**config.mk**
```make
export PLATFORM = sky130hd
export DESIGN_NAME = decode_chk_lfsr
export DESIGN_NICKNAME = d
export VERILOG_FILES = /design/src/rtl/cryp_tg_pkg.sv /design/src/rtl/decode_chk_lfsr.sv
export SDC_FILE = /design/constraint.sdc
export NUM_CORES = 1
export LEC_CHECK = 0
export ABC_CLOCK_PERIOD_IN_PS = 2500
export CELL_PAD_IN_SITES_DETAIL_PLACEMENT = 1
export CELL_PAD_IN_SITES_GLOBAL_PLACEMENT = 1
export CORE_MARGIN = 10
export CORE_UTILIZATION = 36
export DETAILED_ROUTE_END_ITERATION = 12
export PLACE_DENSITY_LB_ADDON = 0.12
export SLEW_MARGIN = 20
export SYNTH_ARGS = -nofsm -noshare
export SYNTH_HDL_FRONTEND = slang
export SYNTH_SLANG_ARGS = --single-unit
```
**constraint.sdc**
```tcl
create_clock -name clk -period 2.5 [get_ports clk]
set_input_delay 0.5 -clock clk [delete_from_list [all_inputs] [get_ports clk]]
set_output_delay 0.5 -clock clk [all_outputs]
set_load 0.05 [all_outputs]
```
**src/rtl/cryp_tg_pkg.sv**
```systemverilog
// Shared definitions for the cryp traffic generator / checker pair.
// Holds the stream data width, checker state encoding and the LFSR tap
// mask so decode_tg and decode_chk agree on the stream format.
package cryp_tg_pkg;

  localparam int DATA_W = 64;

  // Checker state: SYNC means no expected value is known yet.
  typedef enum logic {
    ST_SYNC = 1'b0,
    ST_RUN  = 1'b1
  } chk_state_e;

  // Fibonacci taps 16,14,13,11 mapped onto bit positions 15,13,12,10.
  localparam logic [15:0] LFSR_TAPS = 16'hB400;

  // XOR of the tapped bits, shifted in at bit 0.
  function automatic logic lfsr_feedback(input logic [15:0] s);
    return ^(s & LFSR_TAPS);
  endfunction

endpackage

```
**src/rtl/decode_chk_lfsr.sv**
```systemverilog
// 16-bit Fibonacci LFSR used to generate pseudo-random backpressure for
// decode_chk. Loads SEED in reset and advances once per enabled cycle.
module decode_chk_lfsr
  import cryp_tg_pkg::*;
#(
  parameter logic [15:0] SEED = 16'hACE1
) (
  input  logic        clk,
  input  logic        reset,
  input  logic        step,
  output logic [15:0] state
);

  // Shift register: load seed in reset, otherwise shift the feedback in.
  always_ff @(posedge clk) begin
    if (reset) begin
      state <= SEED;
    end else if (step) begin
      state <= {state[14:0], lfsr_feedback(state)};
    end
  end

endmodule

```
==> out/metrics.csv, run 1 <==
stage,metric,value,unit
timing,fin worst setup slack,0.448,ns
final_layout,final net count,79,
cts,Num CTS Buffers,3,
cts,CTS H-Tree Depth,1,
cts,Clock Pin Slew Worst Setup and Hold Paths,0.10,ns
die,Die ar.,3780,um^2
power_and_ir_drop,Net Sw Frac,31.6,%
yosys,synthesized area per cell,11.3,um^2
detailed_routing,vias per inst,4.81,
detailed_routing,routed vias,438,
global_route,vias in the first global route,441,
detailed_routing,# DRC,0,
yosys,Ys Warns,0,
worst_setup_path,Required @ worst endpoint,2.00,ns
global_route,GRT Overall Usage,8.04,%
cts,post-CTS sizing,0,
hold_path,hold path cells,2,
yosys,count of state elements after synthesis,16,
place,DP HPWL,1030,um
yosys,Mapped Area,619,um^2
yosys,ys async rst share,0,%
die,Ports,19,
yosys,Area contributors post-synth,"dfxtp_1 52%, mux2i_1 24%, xnor2_2 5.3%",
cts,worst skew pair latency,0.28,ns
global_route,initial antenna violation count,0,
hold_path,worst min-delay path category,reg2reg,
timing,final setup fails,0,
worst_setup_path,Crit. End Element,output pin,
yosys,Commonest cells post-synth,"16 x dfxtp_1, 15 x mux2i_1, 8 x nor2_1, 7 x nand2_1, 2 x xnor2_2",
die,row count,14,
timing,setup TNS,0,ns
power_and_ir_drop,Int Pwr,0.419,mW
final_layout,number of flip-flops in the largest register,16,
place,GP Congestion,0.643,
yosys,Syn Nets,58,
timing,Slew @ Worst Pin,0.523,ns
global_route,first-pass GRT wire length,2230,um
final_layout,leading registers by flop count,state: 16 flops,
yosys,Mapped Cells,55,
yosys,Synth top area share,51.7,%
timing,max_slew headroom,65.0,%
global_route,grt ovf,0,
worst_setup_path,crit path buf inv count,1,
worst_setup_path,"Max FO, Critical Path",4,
detailed_routing,WL/cell,15.2,um
detailed_routing,1st-iter DRT viols,6,
timing,fin crit share,82.1,%
power_and_ir_drop,P_leak,0.369,nW
global_route,pin count of the biggest net entering global routing,18,
timing,worst hold slack,0.510,ns
die,Initial Utilization,39.7,%
cts,"Hold-fix buffers, CTS",0,
final_layout,layout cell share with drive strength beyond 1,9.33,%
worst_setup_path,Worst R2R Path Depth,3,
final_layout,# diodes,0,
cts,Setup Buffers After CTS,0,
worst_setup_path,"Worst Path Class, Setup",reg2out,
cts,clock sink count,16,
timing,min Tclk post-route,2.05,ns
cts,clock root buffer,clkbuf_4,
worst_setup_path,critical path's top delay family,buffers and inverters,
yosys,cell taking the most area after synthesis,dfxtp_1,
worst_setup_path,max incr delay on CP,0.84,ns
timing,fmax,487,MHz
worst_setup_path,Critical Path Stages,1,
cts,clock buffer depth,2,
timing,final slew viol count,0,
power_and_ir_drop,Psw,0.194,mW
timing,Final Hold Fails,0,
power_and_ir_drop,total power,0.613,mW
power_and_ir_drop,Clock power frac,27.7,%
timing,Clock Skew,0.00294,ns
yosys,sequential fraction of the synthesis area,51.7,%
cts,CTS tree,yes,
yosys,"Distinct cells, synth",12,
die,die height,61.5,um
yosys,most common cell in the netlist,dfxtp_1,
place,placed cell area,791,um^2
power_and_ir_drop,Max VDD drop,0.368,mV
final_layout,area grow syn2layout,33.5,%
run,Max-Cap Viols,0,
yosys,ys flop type,dfxtp_1,
final_layout,Final Instance Area,827,um^2
power_and_ir_drop,sequential power share,47.5,%
worst_setup_path,worst path cell trace,clkdlybuf4s50_1,
yosys,"EDFF count, synth",0,
worst_setup_path,"Slowest-stage cell, CP",clkdlybuf4s50_1,
detailed_routing,post-route ant nets,0,
run_status,status,"finished, final reports clean",
worst_setup_path,Startpoint Class,flop,
final_layout,Biggest register,state,
detailed_routing,DRT Pass-1 Iters,2,
die,Die X-Extent,61.5,um
timing,RSZ-0062 raised after global routing,false,
detailed_routing,final WL,1380,um
place,count of buffers from port buffering,18,
worst_setup_path,crit path DAT,1.55,ns
power_and_ir_drop,pwr/cell area,742,nW/um^2
die,Core ar.,1560,um^2
place,DP Worst Slack,0.741,ns
power_and_ir_drop,Comb power frac,24.9,%
## final cells by class
class / count / area, um^2
clock buffer: 4 / 36.3
inverter: 1 / 3.75
sequential: 16 / 320
fill: 178 / 732
tap: 16 / 20.0
timing repair buffer: 19 / 188
multi-input combinational: 35 / 259
## per-layer routing
| metal | up-vias | global-route usage [%] | wire (um) |
|---|---|---|---|
| li1 | 221 | - | - |
| met4 | 0 | 2.87 | 0 |
| met5 | - | 0 | 0 |
| met3 | 0 | 3.91 | 123 |
| met2 | 11 | 11.8 | 631 |
| met1 | 206 | 9.95 | 626 |
## cells in the final DEF, fill, tap and decap left out
| cell | count |
|---|---|
| buf_4 | 1 |
| xnor2_2 | 2 |
| nand2_1 | 7 |
| nor3_1 | 1 |
| a31oi_1 | 1 |
| xnor2_1 | 1 |
| inv_1 | 1 |
| clkdlybuf4s50_1 | 18 |
| clkbuf_4 | 3 |
| clkbuf_8 | 1 |
| dfxtp_1 | 16 |
| nor2_1 | 8 |
| mux2i_1 | 15 |
## per-stage QoR
step | cells | util [%]
floorplan | 55 | -
global placement | 87 | 50.7
detailed placement | 87 | 50.7
CTS | 91 | 53.0
global route | 91 | 53.0
finish | 91 | 53.0
## tightest hold or removal path, delay by kind of cell, from the launching register on
kind,cells,cell delay (ns)
flops,1,0.36
mux,1,0.07
simple gates,1,0.06
## logic make-up (layout without fill, tap and decap cells)
group	after synthesis	in the layout	share of synthesized area (%)
XOR/XNOR	3	3	6.67
buffers and inverters	4	24	6.46
AND/OR/NAND/NOR	16	16	9.90
flip-flops	16	16	51.7
multiplexers	15	15	24.2
AO/OA/AOI/OAI	1	1	1.01
## power by group through the flow
stage / combinational (mW) / clock [mW] / sequential (mW)
finish: 0.153 / 0.170 / 0.291
global route: 0.161 / 0.189 / 0.294
CTS: 0.155 / 0.175 / 0.292
detailed placement: 0.154 / 0 / 0.297
global placement: 0.152 / 0 / 0.296
floorplan: 0.0484 / 0 / 0.357
## path summary, 6_finish.rpt
check                              start  slack [ns]                    end
setup reg to reg  state[10]$_SDFFE_PP1P_        1.56  state[0]$_SDFFE_PP1P_
setup / recovery  state[10]$_SDFFE_PP1P_        0.45              state[10]
hold / removal     state[6]$_SDFFE_PP1P_        0.51  state[6]$_SDFFE_PP1P_
hold reg to reg    state[6]$_SDFFE_PP1P_        0.51  state[6]$_SDFFE_PP1P_
Note: power is estimated with default switching activity, not from simulation.
==> run 2, diff against run 1 <==
--- a/config.mk
+++ b/config.mk
@@ -5,11 +5,11 @@
 export SDC_FILE = /design/constraint.sdc
 export NUM_CORES = 1
 export LEC_CHECK = 0
-export ABC_CLOCK_PERIOD_IN_PS = 2500
+export ABC_CLOCK_PERIOD_IN_PS = 1740
 export CELL_PAD_IN_SITES_DETAIL_PLACEMENT = 1
 export CELL_PAD_IN_SITES_GLOBAL_PLACEMENT = 1
 export CORE_MARGIN = 10
-export CORE_UTILIZATION = 36
+export CORE_UTILIZATION = 30
 export DETAILED_ROUTE_END_ITERATION = 12
 export PLACE_DENSITY_LB_ADDON = 0.12
 export SLEW_MARGIN = 20
==> constraint.sdc (replaced) <==
create_clock -name clk -period 1.74 [get_ports clk]
set_input_delay 0.348 -clock clk [delete_from_list [all_inputs] [get_ports clk]]
set_output_delay 0.348 -clock clk [all_outputs]
set_load 0.05 [all_outputs]
==> run 2 against run 1 <==
Compared with the run above:
- design area down 0.76%
- critical path depth unchanged
- worst hold slack better by 0.0095 ns
- sequential share of layout area up 0.30 points
- utilization down 11 points
- combinational power up 40%
- via count up 3.4%
- largest power group unchanged
==> out/metrics.csv, run 2 (synthesis gave the netlist of run 1 again) <==
stage,metric,value,unit,change
run_status,status,"finished, final reports clean",,
die,Die ar.,4280,um^2,+13%
die,Core ar.,1960,um^2,+26%
cts,CTS tree,yes,,
timing,RSZ-0062 raised after global routing,false,,
timing,worst hold slack,0.519,ns,+0.00948 ns
timing,setup TNS,0,ns,unchanged
cts,CTS H-Tree Depth,1,,unchanged
cts,clock sink count,16,,unchanged
final_layout,leading registers by flop count,state: 16 flops,,
detailed_routing,# DRC,0,,unchanged
final_layout,final net count,80,,+1.3%
timing,max_slew headroom,81.4,%,+16 points
power_and_ir_drop,Max VDD drop,0.376,mV,+2.2%
final_layout,sequential cell area,320,um^2,unchanged
worst_setup_path,"Max FO, Critical Path",4,,unchanged
final_layout,Post-Layout Cell Count,103,,+13%
cts,"Hold-fix buffers, CTS",0,,unchanged
die,Ports,19,,unchanged
detailed_routing,1st-iter DRT viols,4,,-2
place,GP Congestion,0.626,,-2.8%
run,Max-Cap Viols,0,,unchanged
worst_setup_path,"Slowest-stage cell, CP",dfxtp_1,,
final_layout,area grow syn2layout,32.5,%,
worst_setup_path,Crit. End Element,output pin,,
final_layout,Biggest register,state,,
worst_setup_path,crit path buf inv count,1,,unchanged
detailed_routing,post-route ant nets,0,,unchanged
final_layout,layout cell share with drive strength beyond 1,31.6,%,+22 points
worst_setup_path,critical path's top delay family,flip-flops,,
die,Die X-Extent,65.4,um,+6.4%
timing,min Tclk post-route,1.28,ns,
place,count of buffers from port buffering,18,,unchanged
global_route,first-pass GRT wire length,2230,um,unchanged
timing,Slew @ Worst Pin,0.278,ns,-0.245 ns
cts,worst skew pair latency,0.28,ns,about the same
global_route,vias in the first global route,458,,+3.9%
worst_setup_path,worst path cell trace,buf_4,,
worst_setup_path,crit path DAT,0.93,ns,-0.62 ns
detailed_routing,vias per inst,4.40,,-8.6%
power_and_ir_drop,P_leak,0.393,nW,+6.5%
global_route,initial antenna violation count,0,,unchanged
hold_path,worst min-delay path category,reg2reg,,
final_layout,most frequent cells in the layout,"17 x buf_4, 16 x dfxtp_1, 15 x mux2i_1",,
worst_setup_path,Required @ worst endpoint,1.39,ns,-0.61 ns
die,Initial Utilization,31.6,%,-8.2 points
global_route,pin count of the biggest net entering global routing,18,,unchanged
final_layout,number of flip-flops in the largest register,16,,unchanged
cts,post-CTS sizing,0,,unchanged
detailed_routing,routed vias,453,,+3.4%
worst_setup_path,"Worst Path Class, Setup",reg2out,,
final_layout,Final Instance Area,821,um^2,-0.76%
timing,final setup fails,0,,unchanged
power_and_ir_drop,total power,0.872,mW,+42%
global_route,grt ovf,0,,unchanged
timing,Clock Skew,0.00297,ns,+0.0000281 ns
place,DP HPWL,1010,um,-2.5%
place,placed cell area,785,um^2,-0.79%
cts,Clock Pin Slew Worst Setup and Hold Paths,0.09,ns,about the same
cts,Setup Buffers After CTS,0,,unchanged
final_layout,FILL cells,249,,+40%
die,row count,16,,+2
final_layout,multi-input logic area,259,um^2,unchanged
timing,Final Hold Fails,0,,unchanged
cts,clock buffer depth,2,,unchanged
worst_setup_path,max incr delay on CP,0.43,ns,-0.41 ns
global_route,GRT Overall Usage,6.62,%,-1.4 points
detailed_routing,WL/cell,12.9,um,-15%
cts,clock root buffer,clkbuf_4,,
final_layout,# diodes,0,,unchanged
timing,final slew viol count,0,,unchanged
detailed_routing,final WL,1330,um,-3.7%
power_and_ir_drop,pwr/cell area,1060,nW/um^2,+43%
cts,Num CTS Buffers,3,,unchanged
final_layout,"most common cell after layout, fill and taps aside",buf_4,,
timing,fin crit share,73.7,%,
die,die height,65.4,um,+6.4%
detailed_routing,DRT Pass-1 Iters,2,,unchanged
worst_setup_path,Startpoint Class,flop,,
timing,fmax,779,MHz,
place,placed insts,99,,+14%
run 2: changes by cell type in the layout (fill, tap and decap cells not counted):
cell             change
buf_4               +16
clkdlybuf4s50_1     -16
buf_12               +1
run 2: final timing paths:
check / from / depth (start not counted) / slack (ns) / end
setup / recovery: state[10]$_SDFFE_PP1P_ / 1 / 0.46 / state[10]
hold / removal: state[6]$_SDFFE_PP1P_ / 2 / 0.52 / state[6]$_SDFFE_PP1P_
setup reg to reg: state[10]$_SDFFE_PP1P_ / 3 / 0.84 / state[0]$_SDFFE_PP1P_
hold reg to reg: state[6]$_SDFFE_PP1P_ / 2 / 0.52 / state[6]$_SDFFE_PP1P_
run 2: metal layers:
metal / wire length, um / track usage [%]
met4: 17 / 3.21
met1: 527 / 6.85
met5: 0 / 0
met2: 649 / 10.1
met3: 135 / 4.41
run 2: worst min-delay path, stage by stage (launching register included):
cell     delay [ns]
dfxtp_1        0.36
mux2i_1        0.08
nand2_1        0.06
run 2: final cells by class:
type | count | share of cell area (%)
tap | 27 | 4.12
clock buffer | 4 | 4.42
inverter | 1 | 0.457
sequential | 16 | 39.0
timing repair buffer | 20 | 20.4
multi-input combinational | 35 | 31.6
run 2: power by group:
part | switching (mW) | internal (mW) | total [mW]
combinational | 0.136 | 0.0782 | 0.214
clock | 0.114 | 0.127 | 0.241
sequential | 0.0244 | 0.392 | 0.417
run 2: stage by stage:
step | setup slack (ns) | utilization, %
floorplan | 0.546 | -
global placement | 0.307 | 40.0
detailed placement | 0.276 | 40.0
CTS | 0.434 | 41.8
global route | 0.389 | 41.8
finish | 0.457 | 41.8
